`config.mk`:
```
export PLATFORM = sky130hd
export DESIGN_NAME = scale_ctrl
export DESIGN_NICKNAME = d
export VERILOG_FILES = /design/src/rtl/scale_ctrl.sv
export SDC_FILE = /design/constraint.sdc
export NUM_CORES = 1
export LEC_CHECK = 0
export BUFFER_PORTS_ARGS = -buffer_cell sky130_fd_sc_hd__clkbuf_2
export CAP_MARGIN = 20
export CORE_MARGIN = 2
export CORE_UTILIZATION = 41
export CTS_CLUSTER_DIAMETER = 120
export DETAILED_ROUTE_END_ITERATION = 8
export GPL_TIMING_DRIVEN = 1
export PLACE_DENSITY = 0.6
export SLEW_MARGIN = 0
export SYNTH_ARGS = -nofsm -noshare
export SYNTH_HDL_FRONTEND = slang
export SYNTH_SLANG_ARGS = --single-unit
```
`constraint.sdc`:
```
create_clock -name clk -period 3.07 [get_ports clk]
set_clock_uncertainty 0.1 [all_clocks]
set_input_delay 0.4605 -clock clk [delete_from_list [all_inputs] [get_ports clk]]
set_output_delay 0.4605 -clock clk [all_outputs]
set_load 0.05 [all_outputs]
```
`src/rtl/scale_ctrl.sv`:
```
// rtl/scale_ctrl.sv - image scaling sequencer: ROM fetch, downscale/upscale handshakes, timeout
module scale_ctrl #(
    parameter int IMG_W      = 256,
    parameter int IMG_H      = 256,
    parameter int ADDR_WIDTH = 16,
    parameter int ROM_LAT    = 1,
    parameter int TIMEOUT    = 1024
) (
    input  logic                  clk,
    input  logic                  rst_n,
    input  logic                  start_i,
    input  logic                  mode_i,
    input  logic                  stall_i,
    output logic                  rom_en_o,
    output logic [ADDR_WIDTH-1:0] rom_addr_o,
    output logic                  rd_data_valid_o,
    input  logic                  ds_done_i,
    output logic                  us_run_o,
    input  logic                  us_done_i,
    output logic                  busy_o,
    output logic                  done_o,
    output logic                  err_o
);
    localparam int NPIX = IMG_W * IMG_H;
    localparam logic [ADDR_WIDTH-1:0] LAST_ADDR = ADDR_WIDTH'(NPIX - 1);
    localparam int TW = $clog2(TIMEOUT + 1);
    localparam logic [TW-1:0] TLIM = TW'(TIMEOUT - 1);
    localparam logic [ROM_LAT-1:0] OUT_STAGE = ROM_LAT'(1) << (ROM_LAT - 1);

    typedef enum logic [2:0] {
        IDLE, FETCH, FLUSH, WAIT_DS, RUN_US, WAIT_US, DONE
    } state_t;

    state_t                  state, state_nx;
    logic [ADDR_WIDTH-1:0]   addr;
    logic [ROM_LAT-1:0]      vsr;
    logic [TW-1:0]           tcnt;
    logic                    mode_q, ds_seen, us_seen, err_q;
    logic                    accept, last_read, flush_done, tmo, set_err;

    assign accept    = (state == IDLE) && start_i;
    assign rom_en_o  = (state == FETCH) && !stall_i;
    assign last_read = rom_en_o && (addr == LAST_ADDR);
    assign tmo       = (tcnt == TLIM);
    // No reads are issued in FLUSH, so only the output stage left set means
    // the register drains to zero at this edge.
    assign flush_done = (vsr & ~OUT_STAGE) == '0;

    assign rom_addr_o      = addr;
    assign rd_data_valid_o = vsr[ROM_LAT-1];
    assign us_run_o        = (state == RUN_US);
    assign done_o          = (state == DONE);
    assign busy_o          = (state != IDLE);
    assign err_o           = err_q;

    always_comb begin
        state_nx = state;
        set_err  = 1'b0;
        case (state)
            IDLE:    if (start_i) state_nx = FETCH;
            FETCH:   if (last_read) state_nx = FLUSH;
            FLUSH:   if (flush_done) state_nx = WAIT_DS;
            WAIT_DS: begin
                if (ds_seen || ds_done_i) begin
                    state_nx = mode_q ? RUN_US : DONE;
                end else if (tmo) begin
                    state_nx = IDLE;
                    set_err  = 1'b1;
                end
            end
            RUN_US:  state_nx = WAIT_US;
            WAIT_US: begin
                if (us_seen || us_done_i) begin
                    state_nx = DONE;
                end else if (tmo) begin
                    state_nx = IDLE;
                    set_err  = 1'b1;
                end
            end
            DONE:    state_nx = IDLE;
            default: state_nx = IDLE;
        endcase
    end

    always_ff @(posedge clk or negedge rst_n) begin
        if (!rst_n) begin
            state   <= IDLE;
            addr    <= '0;
            vsr     <= '0;
            tcnt    <= '0;
            mode_q  <= 1'b0;
            ds_seen <= 1'b0;
            us_seen <= 1'b0;
            err_q   <= 1'b0;
        end else begin
            state  <= state_nx;
            vsr[0] <= rom_en_o;
            for (int i = 1; i < ROM_LAT; i++) begin
                vsr[i] <= vsr[i-1];
            end
            if (accept) begin
                mode_q  <= mode_i;
                addr    <= '0;
                err_q   <= 1'b0;
                ds_seen <= 1'b0;
                us_seen <= 1'b0;
            end else begin
                if (rom_en_o) begin
                    addr <= last_read ? '0 : addr + 1'b1;
                end
                // Early done pulses are remembered so they survive until the wait state.
                if (ds_done_i && (state == FETCH || state == FLUSH || state == WAIT_DS)) begin
                    ds_seen <= 1'b1;
                end
                if (us_done_i && (state == RUN_US || state == WAIT_US)) begin
                    us_seen <= 1'b1;
                end
                if (set_err) begin
                    err_q <= 1'b1;
                end
            end
            if ((state == WAIT_DS || state == WAIT_US) && state_nx == state) begin
                tcnt <= tcnt + 1'b1;
            end else begin
                tcnt <= '0;
            end
        end
    end
endmodule

```
[Yosys cells after proc, flatten, opt, wreduce, memory -nomap -nowiden]
Cells that the tools add are included.
Operators by class
  add/subtract/negate cells: 2
  $mul: 0
  div/mod/pow operators: 0
  $lt $le $gt $ge: 0
  eq/ne operators: 9
  shift operators: 0
  mux-type cells: 21
  bitwise gates (word level): 0
  reduce and logical (&&, ||, !) cells: 19
Operators by type and width (number)
  two-way mux 16 bit: 3
  one-hot mux 3 bit (6 select lines): 1
  adder 16 x 1 -> 16 bit, second input constant: 1
  == test 16 bit, second input constant: 1
  two-way mux 3 bit: 5
  adder 11 x 1 -> 11 bit, second input constant: 1
  == test 11 x 10 -> 1 bit, second input constant: 1
  two-way mux 11 bit: 1
  == test 3 bit, second input constant: 3
  two-way mux 1 bit: 9
  nonzero test 2 bit: 4
  == test 3 x 2 -> 1 bit, second input constant: 2
  logical AND 1 bit: 6
  logical OR 1 bit: 6
  == test 3 x 1 -> 1 bit, second input constant: 1
  == test 3 bit: 1
  zero test 3 bit: 1
  nonzero test 3 bit: 1
  two-way mux 2 bit: 1
  one-hot mux 1 bit (2 select lines): 1
  zero test 1 bit: 1
Storage, ports and cells
  flip-flop bits (word level): 35
  bits in latches: 0
  memory bits (writable): 0
  memory bits (read-only): 0
  input bits: 7
  output and inout bits: 22
  logic and storage cells: 59
  memories: 0

[Logic depth before layout (Yosys ltp)]
  depth in word-level cells: 8
  mapped depth: 8

[Worst setup path before layout]
No wires, ideal clock.
  path type: reg-to-output
  from: register state[1]
  to: output done_o
  data arrival time: 1.802 ns
  data required time: 2.509 ns
  setup slack: 0.707 ns
  stages on the path, launching flop included: 3
  path buffers: 1
  cells stage by stage: dfrtp_1 > clkbuf_1 > nor3b_1
On the way
  longest elaborated chain between the ends: 1
Ends and longest elaborated chain
  start, declared: RTL line 34  | state_t state, state_nx;
  start signal, assigned: RTL line 96  | state <= state_nx;
  == test 3 bit: RTL line 52  | assign done_o = (state == DONE);
  end, declared: RTL line 21  | output logic done_o,
Every way passes these cells.

[Final worst setup path]
  from: register state[1]
  to: output rom_en_o
On the way
  longest elaborated chain between the ends: 2
Ends and longest elaborated chain
  == test 3 x 1 -> 1 bit: RTL line 42  | assign rom_en_o = (state == FETCH) && !stall_i;
  logical AND 1 bit: RTL line 42
  end, declared: RTL line 14  | output logic rom_en_o,
Every way passes these cells.

==> impl_metrics.json <==
{
  "cp_max_fo": 13,
  "synth_fp_nets": 199,
  "row_count": 24,
  "required_ps": 2510,
  "final_nets": 228,
  "wl_per_cell_um": 14.4,
  "drc_errors": 0,
  "ioPinCount": 29,
  "multi_input_comb_area_um2": 870,
  "avgSynthCellArea_um2": 9.60,
  "die_w_um": 70.7,
  "total_power_uw": 1490,
  "synth_edf_count": 0,
  "arrival_ps": 2070,
  "status": "completed",
  "pre_cts_ws_ps": 699,
  "yosysSeqAreaShare": 0.480,
  "grt_overflow": 0,
  "grt_usage": 0.170,
  "cpPeakStageDelay_ps": 690,
  "clockRootBuffer": "clkbuf_8",
  "regArea_um2": 876,
  "cp_cell_sequence": "or4b_1 > inv_1 > buf_4 > clkbuf_2",
  "fin_tns_setup_ps": 0,
  "grt_pass1_vias": 1399,
  "ff2ff_path_depth": 6,
  "drive_gt1_frac": 0.197,
  "postCtsSetupRepairBufs": 0,
  "worstMarginPinSlew_ps": 863,
  "initial_core_util": 0.422,
  "area_growth_syn_to_layout_pct": 14.0,
  "wl_mm": 3.89,
  "cts_buffers": 5,
  "cts-resized-gates": 0,
  "worst-path-stages": 4,
  "final_common_cell": "dfrtp_1",
  "endpoint_kind": "output port",
  "slew_viol_final": 0,
  "clkLatencyLatePin_ps": 280,
  "pwr_density_cell_mw_per_mm2": 717,
  "critPathKind": "flip-flop to output port",
  "synth_cell_types": 45,
  "n_antenna_cell": 0,
  "drt_iter0_drc": 63,
  "yosysWarnings": 0,
  "antenna_found_initial": 0,
  "final_antenna_net_count": 0,
  "netlist_area_mm2": 0.00182,
  "min_period_ps": 2630,
  "setup_viol": 0,
  "timing.final.crit_share": 0.858,
  "rsz0062_at_grt": "no",
  "grt_max_degree": 36,
  "clkTransAtPathRegs_ps": 60,
  "synth-async-reset-ratio": 1.00,
  "core-area_mm2": 0.00432,
  "peakVddDrop_mv": 0.360,
  "fmax_mhz": 380,
  "post-route-util": 0.481,
  "ctsHoldBuffers": 0,
  "htreeDepth": 2,
  "hold_class": "input port to asynchronous set/reset pin",
  "cap_violations": 0,
  "final_cell_mix": "35 x dfrtp_1, 28 x clkbuf_2, 26 x nor2_1",
  "viasPerCell": 5.57,
  "grt_pass1_wl_mm": 6.76,
  "p_leak_uw": 0.000927,
  "fin_ws_ps": 435,
  "synthCells": 190,
  "clock_sinks": 35,
  "die_h_um": 70.7,
  "vias": 1504,
  "place_hpwl_mm": 2.76,
  "ys_ff_latch": 35,
  "fillCellCount": 429,
  "start_kind": "flip-flop",
  "synthFlopType": "dfrtp_1",
  "finalHoldViolCount": 0,
  "path_buf_inv": 3,
  "cts_buffer_depth": 2,
  "place_congestion": 0.753,
  "portBuffers": 28,
  "crit_family": "simple AND/OR/NAND/NOR gates",
  "cts_tree": "built",
  "die_area_mm2": 0.00500,
  "slowest_stage": "or4b_1",
  "first_pass_iters": 6,
  "slew_headroom": 0.425
}
## sequential cells by signal, indices dropped and copies added, names as in the netlist
register and count:
rom_addr_o 16, tcnt 11, state 3, ds_seen 1, err_o 1, mode_q 1
rd_data_valid_o 1, us_seen 1
## worst paths after layout
path | start | slack, ps | to
setup reg to reg | state[1] | 710 | rom_addr_o[13]
min in group clk | mode_i | 280 | mode_q
max in group asynchronous | rst_n | 2150 | rd_data_valid_o
hold reg to reg | tcnt[0] | 380 | tcnt[0]
hold / removal | rst_n | 180 | us_seen
setup / recovery | state[1] | 440 | rom_en_o
## cells by family after synthesis
group           share of synthesized area
simple gates                        0.236
compound gates                      0.147
flops                               0.480
buf+inv                            0.0466
xor+xnor                           0.0768
fa+ha+maj                          0.0137
## metal layers
layer | share of wire | GRT usage
met5 | 0 | 0
met1 | 0.50 | 0.252
met4 | 0.012 | 0.0629
met2 | 0.44 | 0.240
met3 | 0.044 | 0.0427
## Yosys cell counts, types with 3 or more instances
| cell | instances | area [um^2] |
|---|---|---|
| o211ai_1 | 3 | 22.5 |
| o21ai_0 | 9 | 45.0 |
| a21oi_1 | 5 | 25.0 |
| xnor2_1 | 6 | 52.6 |
| dfrtp_1 | 35 | 876 |
| xor2_1 | 10 | 87.6 |
| nor3_1 | 3 | 15.0 |
| or3_1 | 3 | 18.8 |
| nor4b_1 | 3 | 26.3 |
| clkbuf_1 | 5 | 18.8 |
| nand3_1 | 9 | 45.0 |
| nand2_1 | 12 | 45.0 |
| nand4_1 | 7 | 43.8 |
| inv_1 | 9 | 33.8 |
| nor2_1 | 26 | 97.6 |
## stage by stage
step	hold slack [ps]	cells	cell area, um^2
floorplan	64.9	190	1820
global placement	378	264	2010
detailed placement	381	264	2010
CTS	222	270	2080
global route	274	270	2080
finish	184	270	2080
## power by group
group / internal (uW) / switching [uW]
combinational: 162 / 381
clock: 151 / 151
sequential: 534 / 113
total: 847 / 645
## layout make-up
| type | instances | area share |
|---|---|---|
| Timing Repair Buffer | 31 | 0.0782 |
| Sequential cell | 35 | 0.421 |
| Multi-Input combinational cell | 137 | 0.418 |
| Clock buffer | 6 | 0.0349 |
| Inverter | 9 | 0.0162 |
| Tap cell | 52 | 0.0313 |
No activity file was read; power rests on OpenSTA's default activity.
